--- config.mk ---
export PLATFORM = sky130hd
export DESIGN_NAME = rom_arbiter
export DESIGN_NICKNAME = d
export VERILOG_FILES = /design/src/rtl/rom_arbiter.sv
export SDC_FILE = /design/constraint.sdc
export NUM_CORES = 1
export LEC_CHECK = 0
export CORE_MARGIN = 1.5
export CORE_UTILIZATION = 39
export CTS_CLUSTER_SIZE = 25
export DETAILED_ROUTE_END_ITERATION = 8
export GPL_ROUTABILITY_DRIVEN = 0
export GPL_TIMING_DRIVEN = 0
export PLACE_DENSITY = 0.78
export SLEW_MARGIN = 0
export SYNTH_ARGS = -nofsm -noshare
export SYNTH_HDL_FRONTEND = slang
export SYNTH_SLANG_ARGS = --single-unit
export TNS_END_PERCENT = 1
--- constraint.sdc ---
create_clock -name clk -period 1.8 [get_ports clk]
set_clock_uncertainty 0.15 [all_clocks]
set_input_delay 0.18 -clock clk [delete_from_list [all_inputs] [get_ports clk]]
set_output_delay 0.18 -clock clk [all_outputs]
set_load 0.05 [all_outputs]
--- src/rtl/rom_arbiter.sv ---
// -----------------------------------------------------------------------------
// rom_arbiter
// Two-requester arbiter in front of a synchronous ROM with a one-cycle
// registered read. Each granted read runs through four states
// (IDLE -> ADDR -> DATA -> RESP), so one transaction takes four cycles.
// A request sampled in IDLE is acknowledged three cycles later.
// Every output comes straight from a register.
//
// Optional feature (macro ROM_ARB_RR_EN):
//   defined   : simultaneous requests are resolved round-robin. The grant
//               goes to the requester that did not win last time
//               (last_grant_q is reset to 1, so requester 0 wins first).
//   undefined : fixed priority. Requester 0 always wins, and requester 1
//               can starve while req0 is held.
//
// Ports
//   clk       in   clock; all logic runs on its rising edge
//   rst       in   synchronous active-high reset
//   req0/req1 in   level read requests, held until the matching ack
//   addr0/1   in   requester addresses (A_WIDTH), stable while req is high
//   ack0/ack1 out  one-cycle pulse; rdata is valid for that requester
//   rdata     out  shared read data (D_WIDTH), held between acks
//   busy      out  high in every state except IDLE
//   rom_addr  out  address to the ROM (A_WIDTH)
//   rom_data  in   registered ROM output (D_WIDTH)
// -----------------------------------------------------------------------------
module rom_arbiter #(
    parameter int D_WIDTH = 8,
    parameter int A_WIDTH = 5
) (
    input  logic               clk,
    input  logic               rst,
    input  logic               req0,
    input  logic [A_WIDTH-1:0] addr0,
    input  logic               req1,
    input  logic [A_WIDTH-1:0] addr1,
    output logic               ack0,
    output logic               ack1,
    output logic [D_WIDTH-1:0] rdata,
    output logic               busy,
    output logic [A_WIDTH-1:0] rom_addr,
    input  logic [D_WIDTH-1:0] rom_data
);

    typedef enum logic [1:0] {
        ST_IDLE = 2'd0,
        ST_ADDR = 2'd1,
        ST_DATA = 2'd2,
        ST_RESP = 2'd3
    } state_t;

    state_t             state_q, state_d;
    logic               owner_q, owner_d;
    logic [A_WIDTH-1:0] rom_addr_q, rom_addr_d;
    logic [D_WIDTH-1:0] rdata_q, rdata_d;
    logic [1:0]         ack_q, ack_d;
    logic               busy_q, busy_d;

    logic               any_req;
    logic               winner;

    assign any_req = req0 | req1;

`ifdef ROM_ARB_RR_EN
    logic last_grant_q, last_grant_d;

    // With both requesting, the grant goes to whoever did not win last time.
    always_comb begin
        winner = 1'b0;
        if (req0 && req1) begin
            winner = ~last_grant_q;
        end else begin
            winner = req1;
        end
    end
`else
    // Fixed priority: requester 1 wins only when requester 0 is idle.
    always_comb begin
        winner = ~req0;
    end
`endif

    // Next-state and registered-output logic
    always_comb begin
        state_d    = state_q;
        owner_d    = owner_q;
        rom_addr_d = rom_addr_q;
        rdata_d    = rdata_q;
`ifdef ROM_ARB_RR_EN
        last_grant_d = last_grant_q;
`endif
        case (state_q)
            ST_IDLE: begin
                // Requests and addresses are used only here. After the grant
                // the transaction depends only on owner_q and rom_addr_q.
                if (any_req) begin
                    owner_d    = winner;
                    rom_addr_d = winner ? addr1 : addr0;
`ifdef ROM_ARB_RR_EN
                    last_grant_d = winner;
`endif
                    state_d    = ST_ADDR;
                end
            end
            ST_ADDR: begin
                // The ROM samples rom_addr_q on the edge that closes this state.
                state_d = ST_DATA;
            end
            ST_DATA: begin
                rdata_d = rom_data;
                state_d = ST_RESP;
            end
            ST_RESP: begin
                state_d = ST_IDLE;
            end
            default: begin
                state_d = ST_IDLE;
            end
        endcase
        busy_d = (state_d != ST_IDLE);
    end

    // The ack is raised for the cycle after DATA, which is RESP. It goes
    // only to the owner latched at grant time.
    generate
        for (genvar gi = 0; gi < 2; gi++) begin : g_ack
            assign ack_d[gi] = (state_q == ST_DATA) && (owner_q == 1'(gi));
        end
    endgenerate

    always_ff @(posedge clk) begin
        if (rst) begin
            state_q    <= ST_IDLE;
            owner_q    <= 1'b0;
            rom_addr_q <= '0;
            rdata_q    <= '0;
            ack_q      <= '0;
            busy_q     <= 1'b0;
`ifdef ROM_ARB_RR_EN
            last_grant_q <= 1'b1;
`endif
        end else begin
            state_q    <= state_d;
            owner_q    <= owner_d;
            rom_addr_q <= rom_addr_d;
            rdata_q    <= rdata_d;
            ack_q      <= ack_d;
            busy_q     <= busy_d;
`ifdef ROM_ARB_RR_EN
            last_grant_q <= last_grant_d;
`endif
        end
    end

    assign ack0     = ack_q[0];
    assign ack1     = ack_q[1];
    assign rdata    = rdata_q;
    assign busy     = busy_q;
    assign rom_addr = rom_addr_q;

endmodule
==> run_results.csv <==
group,metric,value,unit
outcome,status,"finished, final reports clean",
layout,nets,137,
timing,finalSetupViolCount,0,
setup_path,timing.critical_path.arrival,1.21,ns
yosys,netlist.area_leader.share,48.6,%
timing,setup_total_negative_slack,0,ns
layout,diodes,0,
setup_path,critPathTopFamily,"buffers and inverters",
setup_path,crit_path_top_delay_cell,"sky130_fd_sc_hd__dlygate4sd2_1",
clocking,cts.sink_count,19,
setup_path,cp_data_required_time,1.47,ns
layout,layout-drive-gt1-share,17.1,%
die,floorplan.io_pins,38,
die,die_span_in_x,47.8,um
yosys,synth_cell_type_count,17,
yosys,synth-compound-area-share,11.5,%
timing,whs,0.319,ns
grt,pin_count_of_the_biggest_net_entering_global_routing,12,
setup_path,path_cells,"dlygate4sd2_1",
drt,drt-initial-drc-count,4,
power,power_leakage,0.611,nW
setup_path,crit_path_start_kind,"flip-flop",
timing,final.min_clock_period,1.54,ns
yosys,synth_top_area_cell,"sky130_fd_sc_hd__dfxtp_1",
placement,dp.final_hpwl,1170,um
placement,port_buffers,35,
yosys,ys_seq_area_share,48.6,%
grt,grtUsageTotal,15.5,%
yosys,post_synthesis_instance_total,70,
job,max-cap-violations,0,
power,max-vdd-ir-drop,0.732,mV
clocking,cts_inserted_buffers,3,
yosys,syn-cell-area,782,um^2
timing,timing.slew.headroom,65.1,%
power,p_per_area,1450,mW/mm^2
timing,fmax,651,MHz
die,fp-row-count,16,
timing,final_setup_margin,0.264,ns
yosys,post_synthesis_share_of_cell_area_spent_on_xor_and_xnor_gates,0,%
setup_path,critPathMaxFanout,2,
setup_path,critPathBufInv,1,
setup_path,cp_slowest_stage_delay,0.54,ns
yosys,synthMuxAreaShare,16.6,%
yosys,synth_nets,95,
timing,post-route-period-util,85.4,%
timing,worst_pin_slew,0.523,ns
yosys,ys.warnings.count,0,
drt,remaining_drc_errors,0,
drt,viasPerCell,4.54,
die,initial_utilization,40.7,%
grt,grt_remaining_overflow,0,
grt,grt_pass1_wl,2420,um
clocking,cts_tree,"done",
clocking,cts_buffer_depth,2,
die,floorplan.die_area,0.00228,mm^2
clocking,insertion_delay,0.30,ns
yosys,average_footprint_of_a_synthesized_cell,11.2,um^2
layout,area_growth_syn_to_layout,55.5,%
drt,ant_nets,0,
drt,wl_per_cell,11.8,um
setup_path,worstSetupPathType,"flip-flop to output port",
setup_path,worstSetupEndpointType,"output port",
yosys,combinational_family_with_the_most_area_after_synthesis,"multiplexers",
drt,dr.pass1.iters,4,
placement,post-place-ws,0.322,ns
grt,grt_pass1_vias,574,
yosys,synth_adder_area_share,4.80,%
hold_path,worstHoldPathType,"flip-flop to flip-flop",
timing,final-hold-violation-count,0,
yosys,post_synth_and_or_nand_nor_area_fraction,12.6,%
die,core_area,0.00192,mm^2
drt,routed_wirelength,1630,um
clocking,clock_transition_at_the_registers_of_the_reported_paths,0.11,ns
timing,rsz_0062_raised_after_global_routing,"false",
placement,detailed_place.area,0.00117,mm^2
grt,number_of_antenna_violations_at_the_first_check_in_global_routing,0,
die,die_height,47.8,um
yosys,synthesis_stage_register_bit_count,19,
clocking,cts_root_buf,"sky130_fd_sc_hd__clkbuf_4",
drt,vias,627,
clocking,maximum_level_of_the_cts_h_tree,1,
timing,finalMaxSlewViolations,0,
yosys,ys_top_cells_by_area,"sky130_fd_sc_hd__dfxtp_1 (49%), sky130_fd_sc_hd__mux2i_1 (17%), sky130_fd_sc_hd__a211oi_2 (8.0%)",
layout,final_cell_area,0.00122,mm^2
## registers in the layout, summed over array words and instances, names as in the netlist
| register | flops |
|---|---|
| state_q | 2 |
| owner_q | 1 |
| rom_addr | 5 |
| rdata | 8 |
| ack_q | 2 |
| busy | 1 |
## report_power, final
| part | total [W] | switching (W) | internal [W] |
|---|---|---|---|
| clock network | 0.000216 | 0.000133 | 0.0000828 |
| registers | 0.000602 | 0.0000597 | 0.000542 |
| logic | 0.000948 | 0.000596 | 0.000353 |
## placed cells by master, fill, tap and decap left out, types with 2 or more instances in the layout
cell type and count:
sky130_fd_sc_hd__a211oi_2 5, sky130_fd_sc_hd__nor2_1 9, sky130_fd_sc_hd__inv_1 2, sky130_fd_sc_hd__nor2_2 5
sky130_fd_sc_hd__dlygate4sd2_1 10, sky130_fd_sc_hd__a211oi_1 2, sky130_fd_sc_hd__dlygate4sd3_1 2, sky130_fd_sc_hd__mux2i_1 13
sky130_fd_sc_hd__buf_6 2, sky130_fd_sc_hd__clkdlybuf4s50_1 19, sky130_fd_sc_hd__dlymetal6s2s_1 6, sky130_fd_sc_hd__ha_1 3
sky130_fd_sc_hd__buf_2 3, sky130_fd_sc_hd__dfxtp_1 19, sky130_fd_sc_hd__clkbuf_4 3
## metal layers
layer / global-route usage (%) / part of all wire (%) / vias up
li1: - / - / 320
met1: 19.0 / 42 / 272
met2: 24.0 / 47 / 31
met3: 4.15 / 9.0 / 4
met4: 9.73 / 1.5 / 0
met5: 0 / 0 / -
## final timing paths
kind                            start                    end  slack (ns)  depth (start not counted)
max          rom_addr[4]$_SDFFE_PP0P_            rom_addr[4]        0.26                          1
min              owner_q$_SDFFE_PP0P_    ack_q[0]$_SDFF_PP0_        0.32                          1
max reg2reg     state_q[0]$_SDFF_PP0_  rdata[1]$_SDFFE_PP0P_        0.40                          5
min reg2reg      owner_q$_SDFFE_PP0P_    ack_q[0]$_SDFF_PP0_        0.32                          1
## area by class of cell
cell class / instances / area (um^2)
Clock buffer: 3 / 22.5
Fill cell: 184 / 706
Buffer: 5 / 37.5
Clock inverter: 1 / 5.00
Tap cell: 27 / 33.8
Sequential cell: 19 / 380
Timing Repair Buffer: 37 / 373
Multi-Input combinational cell: 44 / 357
Inverter: 2 / 7.51
## cells in the mapped netlist, drive strengths merged
| cell type | number |
|---|---|
| ha | 3 |
| a21oi | 1 |
| mux2i | 13 |
| nor2 | 14 |
| a211oi | 7 |
| nor2b | 1 |
| inv | 2 |
| nor3 | 1 |
| buf | 5 |
| dfxtp | 19 |
| and3b | 1 |
| o21a | 1 |
| or2 | 1 |
| nor3b | 1 |
## through the flow
stage / instances / total power [W] / utilization (%)
4_1_cts: 138 / 0.00180 / 62.5
2_1_floorplan: 70 / 0.00133 / -
3_5_place_dp: 132 / 0.00161 / 60.7
6_report: 138 / 0.00177 / 63.3
3_3_place_gp: 132 / 0.00159 / 60.7
5_1_grt: 138 / 0.00189 / 63.3
## kinds of logic after synthesis
kind of cell	count (synthesis)
adder cells (fa/ha/maj)	3
buffers and inverters	7
AO/OA/AOI/OAI	9
AND/OR/NAND/NOR	19
multiplexers	13
flip-flops	19
## what timing repair did
action                                 CTS  global route
setup endpoints to repair               10             6
gates resized for setup                 10             6
hold buffers                             2             0
buffers inserted                         0             0
endpoints found under the hold margin    4             0
No activity file was read; power rests on OpenSTA's default activity.
==> RTL edit 1, RTL diff (same flow settings) <==
The option `ROM_ARB_RR_EN` is turned on by a define.
--- a/src/rtl/rom_arbiter.sv
+++ b/src/rtl/rom_arbiter.sv
@@ -24,6 +24,8 @@
 //   rom_addr  out  address to the ROM (A_WIDTH)
 //   rom_data  in   registered ROM output (D_WIDTH)
 // -----------------------------------------------------------------------------
+`define ROM_ARB_RR_EN
+
 module rom_arbiter #(
     parameter int D_WIDTH = 8,
     parameter int A_WIDTH = 5
Behaviour: not the same (Yosys sat finds a counterexample within 10 cycles, from zero or initial values and one cycle with rst high).
==> RTL edit 1 against the original RTL <==
- synthesized cell count up 7.1%
- area after synthesis up 0.16%
- hold slack worse by 0.15 ns
- sequential share of layout area up 1.3 points
- non-clock buffer count down 2
- power about the same
- worst setup slack worse by 0.21 ns
- sequential power up 4.5%
- critical path type unchanged
- routed wire length down 7.2%
- final area up 1.1%
- clock power down 9.3%
- sequential cell count up 1
==> RTL edit 1: results (changes against the original RTL) <==
run_status:
  status: "finished clean"  # unchanged
clock_network:
  insertion_delay_ns: 0.28  # was 0.30 ns
  clock_path_buffers: 2  # unchanged
  cts.htree.levels: 1  # unchanged
  clockRootBuffer: "clkbuf_4"  # unchanged
  path_clk_slew_ns: 0.10
  cts_buffers: 3  # unchanged
setup_path:
  endpoint: "rdata[0]"  # was rom_addr[4]
  worstPathArrival_ns: 1.42  # was 1.21 ns
  reg2regPathDepth: 6  # was 5
  reg2reg_to: "rom_addr[3]$_SDFFE_PP0P_"  # was rdata[1]$_SDFFE_PP0P_
  path_max_fanout: 2  # unchanged
  crit_family: "buffers and inverters"  # unchanged
  crit_slowest_cell: "clkdlybuf4s50_1"  # was dlygate4sd2_1
  ff2ff_setup_slack_ns: 0.33  # was 0.40 ns
  max_stage_delay_ns: 0.80  # was 0.54 ns
  crit_path_start: "rdata[0]$_SDFFE_PP0P_"  # was rom_addr[4]$_SDFFE_PP0P_
drt:
  dr_wl_met3_um: 174  # was 147 um
  wl_per_cell_um: 10.7  # was 11.8 um
  viasPerCell: 4.78  # was 4.54
  dr.pass1.iters: 3  # was 4
  drtAntennaViolNets: 0  # unchanged
  wl_met2_um: 711  # was 766 um
  vias: 674  # was 627
  highest_layer: "met4"  # unchanged
  drt-initial-drc-count: 6  # was 4
  drt-met1-wl_um: 587  # was 689 um
power:
  vdd_ir_drop_max_v: 0.000741  # was 0.000732 V
  pwr-share-clk: 0.111  # was 0.122
  sequentialPowerShare: 0.356  # was 0.341
  leakage_nw: 0.657  # was 0.611 nW
  swShare: 0.425  # was 0.447
synthesis:
  yosysSeqAreaShare: 0.511  # was 0.486
  synth_cell_types: 20  # was 17
  synth_seq_cells: 20  # was 19
  yosys-top-cells-count: "dfxtp_1, nor2_1, mux2i_1"  # was dfxtp_1, mux2i_1, nor2_1
  avgSynthCellArea_sq_um: 10.4  # was 11.2 sq um
  yosys-top-cells-area: "dfxtp_1, mux2i_1, nor2_1"  # was dfxtp_1, mux2i_1, a211oi_2
  syn_nets: 100  # was 95
finish:
  drive_gt1_frac: 0.0702  # was 0.171
  layout_commonest_cell: "clkdlybuf4s50_1"
  diodes: 0  # unchanged
  largest_reg_flops: 8  # unchanged
global_routing:
  grt_pass1_vias: 597  # was 574
  grt.met3_usage: 0.0528  # was 0.0415
  grtUsageMet1: 0.160  # was 0.190
  grt_max_degree: 11  # was 12
  grt_pass1_wl_um: 2350  # was 2420 um
  grtUsageTotal: 0.154  # was 0.155
  use_met2: 0.253  # was 0.240
sta:
  slew_headroom: 0.656  # was 0.651
  max_freq_mhz: 572  # was 651 MHz
  hold_viol: 0  # unchanged
placed_design:
  dpl.hpwl_um: 1190  # was 1170 um
  portBuffers: 36  # was 35
  dp_cells: 138  # was 132
  pre_cts_ws_ns: 0.137  # was 0.322 ns
  place_area_sq_um: 1180  # was 1170 sq um
worst_hold_path:
  worstHoldPathType: "primary input to flip-flop"  # was flip-flop to flip-flop
## RTL edit 1: cell types whose count changed in the layout (fill, tap and decap cells not counted), moves of 5 or more
cell,delta
nor2_2,-5
a211oi_2,-5
clkdlybuf4s50_1,+5
dlygate4sd2_1,-10
nor2_1,+5
dlymetal6s2s_1,+6
## RTL edit 1: timing repair
item	CTS	global route
setup buffers	0	0
gates resized for setup	0	12
setup endpoints to repair	0	12
## RTL edit 1: cell type report
type / instances / area (sq um)
buffer: 4 / 17.5
multi-input combinational: 49 / 358
fill: 171 / 692
tap: 27 / 33.8
clock buffer: 3 / 22.5
sequential: 20 / 400
inverter: 2 / 7.51
timing repair buffer: 36 / 390
## RTL edit 1: worst min-delay path by stage
stage | startpoint | end | slack (ns) | cells after the start
after floorplan | rom_data[0] | rdata[0]$_SDFFE_PP0P_ | 0.18 | 2
after global placement | owner_q$_SDFFE_PP0P_ | ack_q[0]$_SDFF_PP0_ | 0.28 | 1
after detailed placement | owner_q$_SDFFE_PP0P_ | ack_q[0]$_SDFF_PP0_ | 0.29 | 1
after CTS | rst | state_q[1]$_SDFF_PP0_ | 0.17 | 2
after global routing | rst | rom_addr[2]$_SDFFE_PP0P_ | 0.20 | 2
final | rst | state_q[1]$_SDFF_PP0_ | 0.17 | 2
## RTL edit 1: through the flow
stage               hold slack, ns  power [mW]
floorplan                    0.177        1.31
global placement             0.277        1.58
detailed placement           0.293        1.60
CTS                          0.172        1.80
global route                 0.202        1.88
finish                       0.167        1.77
## RTL edit 1: logic make-up after synthesis
logic type / after synthesis / share of synthesized area
and+or+nand+nor: 22 / 0.131
DFF: 20 / 0.511
muxes: 13 / 0.166
AOI/OAI and AO/OA: 11 / 0.112
buffers and inverters: 6 / 0.0319
adders and majority gates: 3 / 0.0479
==> RTL edit 2, RTL diff (same settings) <==
Made on the original files. The 4 states of `state_t` get a Gray code encoding in 2 bits.
--- a/src/rtl/rom_arbiter.sv
+++ b/src/rtl/rom_arbiter.sv
@@ -43,10 +43,10 @@
 );
 
     typedef enum logic [1:0] {
-        ST_IDLE = 2'd0,
-        ST_ADDR = 2'd1,
-        ST_DATA = 2'd2,
-        ST_RESP = 2'd3
+        ST_IDLE = 2'b00,
+        ST_ADDR = 2'b01,
+        ST_DATA = 2'b11,
+        ST_RESP = 2'b10
     } state_t;
 
     state_t             state_q, state_d;
Function: same outputs for any inputs over 10 cycles, from zero or initial values and one cycle with rst high; not proved beyond that.
==> RTL edit 2 against the original RTL <==
- non-clock buffer count is the same
- routed wire length grew 9.8%
- worst setup slack lost 0.20 ns
- sequential cell count is the same
- area after synthesis shrank 6.2%
- final area shrank 2.6%
- critical path depth is the same
Power is not compared: it rests on default switching activity, and its combinational part moved more than twofold at a synthesized area within 25%.
==> RTL edit 2: results (changes against the original RTL) <==
global_routing:
  grt_antenna_before_repair: 0  # unchanged
  grt_pass1_vias: 660  # was 574
  grtUsageTotal: 0.175  # was 0.155
  grt_pass1_wl_um: 2640  # was 2420 um
  use_met2: 0.325  # was 0.240
  grtUsageMet1: 0.190  # about the same
  grt_max_degree: 12  # unchanged
  grt.met3_usage: 0.0235  # was 0.0415
sta:
  fin_hold_ws_ns: 0.0469  # was 0.319 ns
  final.period_utilization: 0.963  # was 0.854
  slew_headroom: 0.657  # was 0.651
setup_path:
  crit_family: "buffers and inverters"  # unchanged
  ff2ff_setup_slack_ns: 0.44  # was 0.40 ns
  crit_slowest_cell: "clkdlybuf4s50_1"  # was dlygate4sd2_1
  worstPathArrival_ns: 1.40  # was 1.21 ns
  max_stage_delay_ns: 0.79  # was 0.54 ns
  endpoint: "busy"  # was rom_addr[4]
  reg2regPathDepth: 3  # was 5
  crit-reg2reg-launch: "state_q[0]$_SDFF_PP0_"  # unchanged
  reg2reg_to: "rom_addr[3]$_SDFFE_PP0P_"  # was rdata[1]$_SDFFE_PP0P_
  crit_path_start: "busy$_SDFF_PP0_"  # was rom_addr[4]$_SDFFE_PP0P_
  path_max_fanout: 1  # was 2
power:
  leakage_nw: 0.636
  vdd_ir_drop_max_v: 0.000408
worst_hold_path:
  worstHoldPathType: "primary input to flip-flop"  # was flip-flop to flip-flop
drt:
  wl_per_cell_um: 12.7  # was 11.8 um
  viasPerCell: 4.72  # was 4.54
  drt-initial-drc-count: 6  # was 4
  drt-met1-wl_um: 726  # was 689 um
  highest_layer: "met4"  # unchanged
  vias: 666  # was 627
  dr_wl_met3_um: 46  # was 147 um
  wl_met2_um: 995  # was 766 um
  dr.pass1.iters: 4  # unchanged
placed_design:
  place_area_sq_um: 1110  # was 1170 sq um
  dpl.hpwl_um: 1400  # was 1170 um
  portBuffers: 35  # unchanged
  pre_cts_ws_ns: 0.212  # was 0.322 ns
synthesis:
  synthArstFlopShare: 0  # unchanged
  syn_nets: 98  # was 95
  yosysSeqAreaShare: 0.519  # was 0.486
  synth_cell_types: 17  # unchanged
  ys_warn_count: 0  # unchanged
  synthCells: 76  # was 70
  yosys-top-cells-area: "dfxtp_1, a21oi_1, a211oi_2"  # was dfxtp_1, mux2i_1, a211oi_2
  yosys-top-cells-count: "dfxtp_1, a21oi_1, nand2_1"  # was dfxtp_1, mux2i_1, nor2_1
clock_network:
  insertion_delay_ns: 0.29
  cts.htree.levels: 1  # unchanged
  clockRootBuffer: "clkbuf_4"  # unchanged
  cts_setup_buffers: 0  # unchanged
  cts_buffers: 3  # unchanged
  path_clk_slew_ns: 0.10
run_status:
  status: "finished clean"  # unchanged
finish:
  diodes: 0  # unchanged
  largest_reg_flops: 8  # unchanged
  nets: 139  # was 137
  drive_gt1_frac: 0.138  # was 0.171
-- RTL edit 2: cell types whose count changed in the layout (fill, tap and decap cells not counted), moves of 8 or more --
cell,unedited run,this run
a21oi_1,1,14
dlygate4sd2_1,10,0
mux2i_1,13,5
nand2_1,0,9
nand3_1,0,8
nor2_1,9,1
-- RTL edit 2: worst min-delay path by stage --
stage / from / to / depth (start not counted)
floorplan: rom_data[0] / rdata[0]$_SDFFE_PP0N_ / 2
global placement: req0 / owner_q$_SDFFE_PP0P_ / 2
detailed placement: req0 / owner_q$_SDFFE_PP0P_ / 2
CTS: rst / rom_addr[4]$_SDFFE_PP0P_ / 2
global route: rst / rom_addr[4]$_SDFFE_PP0P_ / 2
finish: rst / rom_addr[2]$_SDFFE_PP0P_ / 2
-- RTL edit 2: area by class of cell --
| cell class | instances | area, sq um |
|---|---|---|
| fill | 150 | 561 |
| timing repair buffer | 36 | 393 |
| sequential | 19 | 380 |
| multi-input combinational | 51 | 318 |
| buffer | 6 | 35.0 |
| tap | 25 | 31.3 |
| clock buffer | 3 | 22.5 |
| clock inverter | 1 | 5.00 |
-- RTL edit 2: where the power goes --
part / switching, mW / internal, mW / total (mW)
registers: 0.0120 / 0.445 / 0.457
logic: 0.136 / 0.105 / 0.240
clock network: 0.125 / 0.0825 / 0.207
-- RTL edit 2: cell families (layout without fill, tap and decap cells) --
group	after synthesis	count (layout)	share of synthesized area
simple gates	26	26	0.174
compound gates	20	20	0.191
flops	19	19	0.519
buf+inv	6	46	0.0478
mux	5	5	0.0683
-- RTL edit 2: repair_timing --
action                                  in CTS  in global routing
hold buffers                                 1                  0
hold endpoints to repair                     1                  0
gates resized for setup                      0                 13
endpoints found under the setup margin       0                 13
